==> config.mk <==
export PLATFORM = sky130hd
export DESIGN_NAME = multiplexor_display
export DESIGN_NICKNAME = d
export VERILOG_FILES = /design/src/rtl/display_pkg.sv /design/src/rtl/decodificador_7seg.sv /design/src/rtl/multiplexor_display.sv
export SDC_FILE = /design/constraint.sdc
export NUM_CORES = 1
export LEC_CHECK = 0
export CAP_MARGIN = 20
export CORE_UTILIZATION = 54
export CTS_CLUSTER_SIZE = 20
export DETAILED_ROUTE_END_ITERATION = 7
export PLACE_DENSITY_LB_ADDON = 0.08
export SLEW_MARGIN = 30
export SYNTH_ARGS = -nofsm -noshare
export SYNTH_HDL_FRONTEND = slang
export SYNTH_HIERARCHICAL = 1
export SYNTH_SLANG_ARGS = --single-unit
==> constraint.sdc <==
create_clock -name CLK -period 2.6 [get_ports CLK]
set_input_delay 0.26 -clock CLK [delete_from_list [all_inputs] [get_ports CLK]]
set_output_delay 0.26 -clock CLK [all_outputs]
set_load 0.01 [all_outputs]
==> src/rtl/display_pkg.sv <==
// Glyph table, segment bit order and index-width helper for the seven-segment display driver.
// Codes are active-low, packed {a,b,c,d,e,f,g,dp} from bit7 down to bit0.
package display_pkg;

    localparam int BIT_A  = 7;
    localparam int BIT_B  = 6;
    localparam int BIT_C  = 5;
    localparam int BIT_D  = 4;
    localparam int BIT_E  = 3;
    localparam int BIT_F  = 2;
    localparam int BIT_G  = 1;
    localparam int BIT_DP = 0;

    localparam logic [7:0] SEG_0 = 8'h03;
    localparam logic [7:0] SEG_1 = 8'h9F;
    localparam logic [7:0] SEG_2 = 8'h25;
    localparam logic [7:0] SEG_3 = 8'h0D;
    localparam logic [7:0] SEG_4 = 8'h99;
    localparam logic [7:0] SEG_5 = 8'h49;
    localparam logic [7:0] SEG_6 = 8'h41;
    localparam logic [7:0] SEG_7 = 8'h1F;
    localparam logic [7:0] SEG_8 = 8'h01;
    localparam logic [7:0] SEG_9 = 8'h09;
    localparam logic [7:0] SEG_A = 8'h11;
    localparam logic [7:0] SEG_B = 8'hC1;
    localparam logic [7:0] SEG_C = 8'h63;
    localparam logic [7:0] SEG_D = 8'h85;
    localparam logic [7:0] SEG_E = 8'h61;
    localparam logic [7:0] SEG_F = 8'h71;

    localparam logic [7:0] SEG_BLANK = 8'hFF;
    localparam logic [7:0] SEG_GUION = 8'hFD;

    // Never returns less than 1 so single-entry counters still get a real bit.
    function automatic int clog2(input int valor);
        int w;
        w = 1;
        while ((1 << w) < valor)
            w++;
        return w;
    endfunction

endpackage

==> src/rtl/decodificador_7seg.sv <==
// Nibble to active-low seven-segment code, with hex/dash selection, blanking and decimal point.
// Purely combinational, no clock; no flow control.
module decodificador_7seg
    import display_pkg::*;
(
    input  logic [3:0] valor,
    input  logic       modo_hex,
    input  logic       blank,
    input  logic       dp,
    output logic [7:0] codigo
);

    always_comb begin
        codigo = SEG_BLANK;
        if (!blank) begin
            case (valor)
                4'h0: codigo = SEG_0;
                4'h1: codigo = SEG_1;
                4'h2: codigo = SEG_2;
                4'h3: codigo = SEG_3;
                4'h4: codigo = SEG_4;
                4'h5: codigo = SEG_5;
                4'h6: codigo = SEG_6;
                4'h7: codigo = SEG_7;
                4'h8: codigo = SEG_8;
                4'h9: codigo = SEG_9;
                4'hA: codigo = modo_hex ? SEG_A : SEG_GUION;
                4'hB: codigo = modo_hex ? SEG_B : SEG_GUION;
                4'hC: codigo = modo_hex ? SEG_C : SEG_GUION;
                4'hD: codigo = modo_hex ? SEG_D : SEG_GUION;
                4'hE: codigo = modo_hex ? SEG_E : SEG_GUION;
                4'hF: codigo = modo_hex ? SEG_F : SEG_GUION;
            endcase
        end
        // The point stays lit even on a suppressed digit.
        if (dp)
            codigo[BIT_DP] = 1'b0;
    end

endmodule

==> src/rtl/multiplexor_display.sv <==
// Time-multiplexed N-digit common-anode driver with frame-latched data and anti-ghost blanking.
// Outputs registered one cycle behind the scan counters; free-running, no backpressure.
module multiplexor_display
    import display_pkg::*;
#(
    parameter int N_DIGITOS    = 4,
    parameter int DIV_REFRESCO = 100000,
    parameter int BLANK        = 1000
) (
    input  logic                     CLK,
    input  logic                     reset,
    input  logic [4*N_DIGITOS-1:0]   datos,
    input  logic [N_DIGITOS-1:0]     puntos,
    input  logic [N_DIGITOS-1:0]     habilitar,
    input  logic                     modo_hex,
    input  logic                     supr_ceros,
    output logic [7:0]               segmentos,
    output logic [N_DIGITOS-1:0]     anodos,
    output logic                     fin_trama
);

    localparam int PW = clog2(DIV_REFRESCO);
    localparam int IW = clog2(N_DIGITOS);
    localparam logic [PW-1:0] P_FIN   = PW'(DIV_REFRESCO - 1);
    localparam logic [PW-1:0] P_BLANK = PW'(BLANK);
    localparam logic [IW-1:0] I_FIN   = IW'(N_DIGITOS - 1);

    logic [PW-1:0]                p;
    logic [IW-1:0]                i;
    logic [N_DIGITOS-1:0][3:0]    sh_datos;
    logic [N_DIGITOS-1:0]         sh_puntos;
    logic                         sh_hex;
    logic                         sh_supr;

    logic [N_DIGITOS-1:0]         suprimir;
    logic                         ceros_arriba;
    logic [N_DIGITOS-1:0]         sel_n;
    logic [7:0]                   glifo;
    logic                         fin_slot;
    logic                         fin_frame;
    logic                         oscuro;

    assign fin_slot  = (p == P_FIN);
    assign fin_frame = fin_slot && (i == I_FIN);
    assign oscuro    = (p < P_BLANK) || !habilitar[i];

    // Walk from the most significant digit down; a digit is blank while every digit above is zero.
    always_comb begin
        suprimir     = '0;
        ceros_arriba = 1'b1;
        for (int k = N_DIGITOS - 1; k >= 0; k--) begin
            ceros_arriba = ceros_arriba && (sh_datos[k] == 4'd0);
            suprimir[k]  = sh_supr && ceros_arriba && (k != 0);
        end
    end

    always_comb begin
        sel_n = '1;
        for (int k = 0; k < N_DIGITOS; k++)
            sel_n[k] = (i != IW'(k));
    end

    decodificador_7seg u_dec (
        .valor    (sh_datos[i]),
        .modo_hex (sh_hex),
        .blank    (suprimir[i]),
        .dp       (sh_puntos[i]),
        .codigo   (glifo)
    );

    always_ff @(posedge CLK or negedge reset) begin
        if (!reset) begin
            p         <= '0;
            i         <= '0;
            sh_datos  <= '0;
            sh_puntos <= '0;
            sh_hex    <= 1'b0;
            sh_supr   <= 1'b0;
            segmentos <= SEG_BLANK;
            anodos    <= '1;
            fin_trama <= 1'b0;
        end else begin
            fin_trama <= 1'b0;
            if (fin_slot) begin
                p <= '0;
                i <= (i == I_FIN) ? '0 : i + 1'b1;
            end else begin
                p <= p + 1'b1;
            end

            if (fin_frame) begin
                sh_datos  <= datos;
                sh_puntos <= puntos;
                sh_hex    <= modo_hex;
                sh_supr   <= supr_ceros;
                fin_trama <= 1'b1;
            end

            if (oscuro) begin
                anodos    <= '1;
                segmentos <= SEG_BLANK;
            end else begin
                anodos    <= sel_n;
                segmentos <= glifo;
            end
        end
    end

endmodule

==> results.sh <==
export IMPL_outcome="finished, final reports clean"
export IMPL_cts_sinks=54
export IMPL_synth_xor_area_share=0.0439
export IMPL_area_growth_pct=18.7
export IMPL_synth_edf_count=0
export IMPL_route_detailed_drc=0
export IMPL_crit_family="simple AND/OR/NAND/NOR gates"
export IMPL_fmax_ghz=0.464
export IMPL_synth_top_family_by_area="multiplexers"
export IMPL_clockRootBuffer="clkbuf_8"
export IMPL_netlist_instances=231
export IMPL_std_cell_rows=25
export IMPL_cp_arrival_ns=2.34
export IMPL_worst_pin_slew_ns=0.688
export IMPL_place_ws_ns=0.474
export IMPL_period_needed_ns=2.15
export IMPL_synthAdderAreaFrac=0.0224
export IMPL_worst_path_max_fanout=22
export IMPL_antenna_found_initial=0
export IMPL_leakagePower_nw=1.40
export IMPL_setup_tns_ns=0
export IMPL_postRouteAntennaNets=0
export IMPL_dieArea_um2=5460
export IMPL_vias=1866
export IMPL_postSynthAreaPerCell_um2=12.1
export IMPL_critPathLaunchType="flop"
export IMPL_syn_area_um2=2790
export IMPL_synth_compound_area_share=0.0726
export IMPL_yosys_area_share_simple=0.164
export IMPL_grt_max_degree=24
export IMPL_drtIter0Drc=208
export IMPL_critical_path_buf_inv_count=0
export IMPL_n_fill_cell=376
export IMPL_peakVddDrop_mv=0.289
export IMPL_hp_class="input port to async pin"
export IMPL_ctsResizeCount=0
export IMPL_synth_ff_type="dfrtp_1"
export IMPL_post_drt_wl_per_cell_um=14.2
export IMPL_gp_congestion=0.858
export IMPL_core_area_um2=4850
export IMPL_vias_per_cell=5.50
export IMPL_setup_viol=0
export IMPL_final_core_util=0.684
export IMPL_synthArstFlopShare=1.00
export IMPL_io_buffers=40
export IMPL_finClkSkew_ns=0.00490
export IMPL_clockBufferDepth=2
export IMPL_ys_warn_count=6
export IMPL_initial_core_util=0.576
export IMPL_synth_cell_type_count=51
export IMPL_dpl_hpwl_um=3600
export IMPL_fin_area_um2=3310
export IMPL_wl_um=4800
export IMPL_muxShareOfSynthArea=0.171
export IMPL_critical_path_max_stage_delay_ns=0.49
export IMPL_track_usage=0.197
export IMPL_cts_htree_levels=2
export IMPL_final_cell_mix="dfrtp_1, clkdlybuf4s50_1, mux2_4"
export IMPL_critPathCaptureType="flop"
export IMPL_grt_pass1_vias=1736
export IMPL_required_ns=2.79
export IMPL_critical_path_class="flop to flop"
export IMPL_numCtsBuffers=5
export IMPL_max_slew_margin=0.537
export IMPL_antenna_cells=0
export IMPL_rsz0062_at_grt="false"
export IMPL_first_pass_iters=4
export IMPL_fin_nets=304
export IMPL_clk_latency_ns=0.30
export IMPL_die_h_um=73.9
export IMPL_cts_tree="done"
export IMPL_crit_chain="nor4_2 > and4_1 > nand2_4 > mux2_4"
export IMPL_critical_path_slowest_cell="and4_1"
export IMPL_syn_nets=264
export IMPL_min_period_over_period=0.828
export IMPL_hold_violations=0
export IMPL_die_w_um=73.9
export IMPL_final_common_cell="dfrtp_1"
export IMPL_maxCapViolations=0
export IMPL_slew_violations=0
export IMPL_place_area_um2=3210
export IMPL_yosysSeqAreaShare=0.489
export IMPL_clkSlewWorstSetupHoldPaths_ns=0.09
export IMPL_ios=41
export IMPL_layout_setup_ws_ns=0.446
export IMPL_overflow=0
export IMPL_p_per_area_nw_per_um2=447
export IMPL_grt_first_pass_wirelength_um=8180
export IMPL_drive_above_1_share=0.224
export IMPL_ys_seq_elements=54
power by group:
part           switching, mW  total, mW  internal [mW]
Combinational         0.0522      0.140         0.0880
Sequential            0.0146      0.872          0.858
Clock                  0.255      0.470          0.215
Total                  0.322       1.48           1.16
final timing paths:
path | startpoint | endpoint | slack (ns) | cells after the start
min in group CLK | p[0] | p[0] | 0.49 | 1
hold reg to reg | p[0] | p[0] | 0.49 | 1
setup reg to reg | p[14] | sh_datos[7] | 0.45 | 4
max in group asynchronous | reset | sh_datos[5] | 1.63 | 3
hold / removal | reset | fin_trama | 0.37 | 2
setup / recovery | p[14] | sh_datos[7] | 0.45 | 4
layer usage:
metal	vias to the layer above	track usage	share of wire	routed length [µm]
met2	53	0.293	0.45	2150
met1	907	0.299	0.51	2430
met3	4	0.0357	0.039	187
met4	0	0.0513	0.0077	37
met5	-	0	0	0
li1	902	-	-	-
cell families after synthesis:
group	count (synthesis)
DFF	54
xor gates and xnor gates	14
muxes	30
buffers and inverters	17
adders and majority gates	5
AOI/OAI and AO/OA	29
and+or+nand+nor	82
worst reg2reg max path: cells and delay by family (launching register included):
| kind | cells | cell delay (ns) |
|---|---|---|
| simple gates | 3 | 1.22 |
| mux | 1 | 0.40 |
| flops | 1 | 0.43 |
per-stage QoR:
| step | cells | hold slack, ns | power (mW) |
|---|---|---|---|
| global route | 339 | 0.424 | 1.54 |
| floorplan | 231 | -0.0356 | 0.961 |
| CTS | 339 | 0.382 | 1.49 |
| finish | 339 | 0.374 | 1.48 |
| global placement | 330 | 0.169 | 1.03 |
| detailed placement | 330 | 0.168 | 1.03 |
area by class of cell:
type                    count  area [µm²]  area share
flip-flops and latches     54        1370       0.412
multi-input cells         160        1320       0.399
repair buffers             44         428       0.129
clock buffers               7        86.3      0.0260
well taps                  67        83.8      0.0253
inverters                   6        22.5     0.00680
clock inverters             1        5.00     0.00151
state kept, by name, summed over array words and instances, names as in the netlist:
signal and count:
sh_hex 1, p 17, segmentos 8, sh_puntos 4
anodos 4, sh_datos 16, fin_trama 1, sh_supr 1
i 2
timing repair:
action	CTS	global route
hold buffers	1	0
setup buffers	0	0
endpoints found under the hold margin	3	0
Yosys cell counts (all sizes together), types with 4 or more instances:
| cell type | instances | area (µm²) |
|---|---|---|
| and4 | 4 | 37.5 |
| nor3 | 5 | 25.0 |
| o21ai | 10 | 50.0 |
| mux2 | 22 | 323 |
| nand2 | 20 | 82.6 |
| ha | 5 | 62.6 |
| dfrtp | 42 | 1050 |
| dfstp | 12 | 315 |
| nand3 | 8 | 40.0 |
| a21oi | 4 | 20.0 |
| nor2 | 14 | 52.6 |
| mux4 | 6 | 135 |
| inv | 6 | 22.5 |
| xor2 | 4 | 35.0 |
| buf | 9 | 72.6 |
| xnor2 | 10 | 87.6 |
| nand2b | 10 | 62.6 |
| nor4 | 6 | 43.8 |
Power figures use the tool's default switching activity.
==> variant 1: new RTL, same flow settings <==
Change the parameter `N_DIGITOS` from 4 to 3.
--- a/src/rtl/multiplexor_display.sv
+++ b/src/rtl/multiplexor_display.sv
@@ -4,5 +4,5 @@
     import display_pkg::*;
 #(
-    parameter int N_DIGITOS    = 4,
+    parameter int N_DIGITOS    = 3,
     parameter int DIV_REFRESCO = 100000,
     parameter int BLANK        = 1000
Interface: changed (resized anodos, datos, habilitar and puntos); port bits go from 41 to 34. No check against the original RTL was run, so the function may have changed too.
==> variant 1 against the unedited design <==
Setup slack better by 0.00067 ns. Wire length is 9.8% lower. First-iteration DRC count is 54% lower. Count of clock-buffer cells in the layout is 1 higher. Global-route usage hardly changed. Maximum frequency hardly changed. Utilization is 1.2 points lower. Highest routed layer unchanged. Synthesized cell count is 4.8% lower. Design area is 11% lower. Total power is 11% lower. Sequential cell count is 6 lower. Critical endpoint is now segmentos[7]. Synthesized area is 12% lower.
==> variant 1: results (changes against the unedited design) <==
CTS
  – Number of H-tree levels: 2 (unchanged)
  – Clock buffer count from CTS: 5 (unchanged)
  – Post-CTS resize count: 0 (unchanged)
  – Clock Tree Root: clkbuf_8
  – Worst-Skew Late Latency: 0.30 ns (about the same)
  – Post-CTS clock slew at the launch and capture registers of the worst setup and hold paths: 0.09 ns (about the same)
  – Worst-case clock buffer depth: 2 (unchanged)

Global routing
  – First-pass GRT wire length: 7570 µm (-7.4%)
  – Number of global-route vias before repair: 1,631 (-6.0%)
  – Initial antenna violation count: 0 (unchanged)
  – Pin count of the biggest net entering global routing: 39 (+63%)
  – Global routing usage summed across all routing layers: 0.197 (+0.000301)

Route
  – DR DRC count: 0 (unchanged)
  – Iteration-0 DRC count of the detailed router: 95 (-54%)
  – Per-cell routed wire length: 13.8 µm (-2.3%)
  – Drt pass-1 iters: 4 (unchanged)
  – Average via count per standard cell: 5.58 (+1.4%)

Synthesis
  – Number of warnings reported in the yosys synthesis log: 6 (unchanged)
  – Post-synthesis instance total: 220 (-4.8%)
  – Sequential cell area fraction in the yosys report: 0.493 (+0.00340)
  – Synth async-reset ratio: 1.00 (unchanged)
  – Top post-synthesis cells by area: dfrtp_1 (38%), dfstp_2 (12%), mux2_4 (6.1%), mux2_2 (4.1%), nand2_1 (2.9%)
  – Most instantiated cells after synthesis: dfrtp_1 (37), nand2_1 (19), nor2_1 (13)
  – Net count after synthesis: 243 (-8.0%)
  – Number of distinct standard cells referenced by the synthesized netlist: 47 (-7.8%)

Critical path
  – Worst setup path class: flop to flop
  – CP max stage delay: 0.54 ns (+0.05 ns)
  – Startpoint of the worst register-to-register path: i[1]
  – Cell with the biggest individual delay on the critical path: o21ai_0
  – Crit Path Max Fanout: 7 (-68%)
  – Flop2flop setup slack: 0.45 ns (about the same)
  – Data arrival time of the worst path: 2.38 ns (+0.04 ns)

Placed design
  – # port buffers: 33 (-18%)
  – Last weighted congestion value of the routability-driven placer: 0.877 (+2.2%)
  – HPWL reported at the end of detailed placement: 3130 µm (-13%)
  – Cell count after placement: 304 (-7.9%)

Timing
  – Min Hold Slack: 0.339 ns (-0.0348 ns)
  – Fin Clk Skew: 0.00915 ns (+0.00425 ns)
  – Worst relative slew slack: 0.554 (+0.0168)

Finish
  – Nets: 283 (-6.9%)
  – # fillers: 358 (-4.8%)
  – Antenna fix cells: 0 (unchanged)
  – Final cell count without fillers: 313 (-7.7%)
  – Share of layout cells above drive strength 1: 0.245 (+0.0209)
  – Top flop regs: p x17, sh_datos x12, segmentos x8

Hold path
  – Type of the most critical hold path: primary input to async pin

Run status
  – Run status: finished, final reports clean

Pwr
  – Highest ir drop seen on vdd: 0.000263 V (-8.8%)
  – Leakage power: 1.24 nW (-11%)
-- variant 1: report_power, final --
part	leakage [nW]	switching (mW)	internal [mW]	total [mW]
Sequential	0.579	0.0112	0.760	0.771
Combinational	0.623	0.0522	0.0703	0.123
Clock	0.0395	0.241	0.192	0.432
Total	1.24	0.304	1.02	1.33
-- variant 1: path summary, 6_finish.rpt --
path | end | cells past startpoint
max in group asynchronous | segmentos[5] | 3
hold / removal | p[12] | 2
min in group CLK | p[0] | 1
hold reg to reg | p[0] | 1
setup reg to reg | segmentos[7] | 6
setup / recovery | segmentos[7] | 6
-- variant 1: cells by family after synthesis --
logic type                 synth area share
and+or+nand+nor                       0.190
DFF                                   0.493
AOI/OAI and AO/OA                     0.100
muxes                                 0.130
xor gates and xnor gates             0.0497
buffers and inverters                0.0320
adders and majority gates           0.00507
-- variant 1: through the flow --
| stage | setup slack (ns) | instance area (µm²) |
|---|---|---|
| detailed placement | 0.471 | 2850 |
| floorplan | 0.562 | 2470 |
| global route | 0.318 | 2940 |
| global placement | 0.525 | 2850 |
| CTS | 0.463 | 2940 |
| finish | 0.447 | 2940 |
-- variant 1: area by class of cell --
type	count	area, µm²	share of cell area
Timing Repair Buffer	42	395	0.134
Sequential cell	48	1210	0.413
Tap cell	52	65.1	0.0221
Clock buffer	8	80.1	0.0272
Multi-Input combinational cell	159	1170	0.398
Inverter	4	15.0	0.00510
-- variant 1: repair_timing --
item                                   in CTS  in global routing
hold buffers                                1                  0
endpoints found under the hold margin      10                  0
buffers inserted                            0                  0
-- variant 1: worst max-delay path, delay by kind of cell, from the launching register on --
family | cells | cell delay (ns)
compound gates | 3 | 1.01
mux | 1 | 0.15
flops | 1 | 0.47
simple gates | 2 | 0.45
-- variant 1: layer usage --
layer | up-vias | share of wire | track usage | routed length [µm]
met5 | - | 0 | 0 | 0
met4 | 0 | 0.018 | 0.0816 | 79
met3 | 8 | 0.038 | 0.0349 | 166
met2 | 47 | 0.43 | 0.291 | 1850
met1 | 831 | 0.51 | 0.289 | 2230
li1 | 861 | - | - | -
==> variant 2: new RTL, same flow settings <==
Without the edit above. Put one more register stage on the output `anodos`, with the module's reset. The value now appears one clock later. The other outputs are not delayed to match.
--- a/src/rtl/multiplexor_display.sv
+++ b/src/rtl/multiplexor_display.sv
@@ -25,4 +25,6 @@
     localparam logic [PW-1:0] P_BLANK = PW'(BLANK);
     localparam logic [IW-1:0] I_FIN   = IW'(N_DIGITOS - 1);
+
+    logic [N_DIGITOS-1:0] anodos_s0;
 
     logic [PW-1:0]                p;
@@ -78,5 +80,5 @@
             sh_supr   <= 1'b0;
             segmentos <= SEG_BLANK;
-            anodos    <= '1;
+            anodos_s0 <= '1;
             fin_trama <= 1'b0;
         end else begin
@@ -98,8 +100,8 @@
 
             if (oscuro) begin
-                anodos    <= '1;
+                anodos_s0 <= '1;
                 segmentos <= SEG_BLANK;
             end else begin
-                anodos    <= sel_n;
+                anodos_s0 <= sel_n;
                 segmentos <= glifo;
             end
@@ -107,4 +109,12 @@
     end
 
+    always_ff @(posedge CLK or negedge reset) begin
+        if (!reset) begin
+            anodos <= '0;
+        end else begin
+            anodos <= anodos_s0;
+        end
+    end
+
 endmodule
 
Check against the original RTL: not equivalent (Yosys sat finds a counterexample within 4 cycles, from zero or initial values and one cycle with reset low).
==> variant 2 against the unedited design <==
Synthesized area increased by 5.9%. Sequential cell count increased by 4. Design area increased by 5.9%. Non-clock buffer count unchanged. Wire length increased by 13%. Count of clock-buffer cells in the layout increased by 9. Setup slack improved by 0.12 ns. Critical endpoint is now sh_datos[13].
Power is not compared: it rests on default switching activity, and its combinational part moved more than twofold at a synthesized area within 25%.
==> variant 2: results (changes against the unedited design) <==
Placed design
  – Placed instance area: 3350 µm² (+4.2%)
  – Cell count after placement: 341 (+3.3%)
  – HPWL reported at the end of detailed placement: 3840 µm (+6.6%)
  – Minimum setup slack after placement: 0.581 ns (+0.107 ns)

CTS
  – Clock buffer count from CTS: 9 (+4)
  – Worst-Skew Late Latency: 0.33 ns (+0.03 ns)
  – Number of H-tree levels: 3 (+1)
  – Post-CTS clock slew at the launch and capture registers of the worst setup and hold paths: 0.06 ns (-0.03 ns)

Critical path
  – Flop2flop setup slack: 0.56 ns (+0.12 ns)
  – Startpoint of the worst setup timing path: p[0]
  – Data arrival time of the worst path: 2.25 ns (-0.09 ns)

Route
  – Detailed-route wire length: 5440 µm (+13%)
  – Total vias in the final route: 1,976 (+5.9%)
  – Average via count per standard cell: 5.54 (+0.56%)
  – Iteration-0 DRC count of the detailed router: 123 (-41%)

Finish
  – Final core utilization: 0.674 (-0.00958)
  – # fillers: 406 (+8.0%)
  – Proportion of cell area occupied by registers: 0.418 (+0.00575)
  – Buffering overhead: 0.121 (-0.00785)
  – Multi-input gate share of the layout cell area: 0.385 (-0.0142)
  – Count of clock-net buffers in the final layout: 16 (+9)
  – Share of layout cells above drive strength 1: 0.220 (-0.00475)
  – Multi-input gates: 164 (+2.5%)
  – Portion of the layout cell area used by clock cells: 0.0456 (+0.0181)
  – Nets: 315 (+3.6%)

Synthesis
  – Flops & latches, synth: 58 (+7.4%)
  – Mux contribution to synthesized area: 0.158 (-0.0129)
  – Sequential cell area fraction in the yosys report: 0.496 (+0.00652)
  – Most instantiated cells after synthesis: dfrtp_1 (46), mux2_4 (20), nand2_1 (18)
  – Compound-Gate Fraction of Synth Area: 0.0753 (+0.00272)
  – Net count after synthesis: 274 (+3.8%)
  – Share of the synthesized netlist area taken by xor and xnor gates: 0.0385 (-0.00541)
  – Post-synthesis instance total: 241 (+4.3%)
  – Adder-cell share of the synthesized area: 0.0212 (-0.00125)
  – Top post-synthesis cells by area: dfrtp_1 (39%), dfstp_2 (11%), mux2_4 (10%), mux4_2 (4.6%), xnor2_1 (2.4%)

Global routing
  – First-pass GRT wire length: 9500 µm (+16%)
  – Number of global-route vias before repair: 1,849 (+6.5%)
  – Pin count of the biggest net entering global routing: 37 (+54%)

Timing
  – Min Hold Slack: 0.0234 ns (-0.351 ns)
  – Fin Clk Skew: 0.00692 ns (+0.00202 ns)

Run status
  – Run status: finished, final reports clean
variant 2: changes by cell type after synthesis, sizes merged, moves of 3 or more:
cell   delta
or3       +4
buf       +3
dfrtp     +4
nand4     +3
variant 2: worst max-delay path by stage:
stage	endpoint	slack [ns]
2_1_floorplan	sh_datos[0]	0.63
3_3_place_gp	sh_datos[12]	0.61
3_5_place_dp	sh_datos[13]	0.58
4_1_cts	sh_datos[13]	0.57
5_1_grt	segmentos[2]	0.41
6_report	sh_datos[13]	0.56
variant 2: critical path, cell delays in order, from the launching register on:
cell     delay (ns)
dfrtp_1        0.38
ha_1           0.23
and4_1         0.27
and4_1         0.23
and2_4         0.42
mux2_2         0.38
variant 2: routing by layer:
layer | track usage | vias to the layer above | wire length [µm]
met2 | 0.275 | 72 | 2270
li1 | - | 951 | -
met5 | 0 | - | 0
met3 | 0.0431 | 11 | 232
met1 | 0.338 | 942 | 2830
met4 | 0.110 | 0 | 105
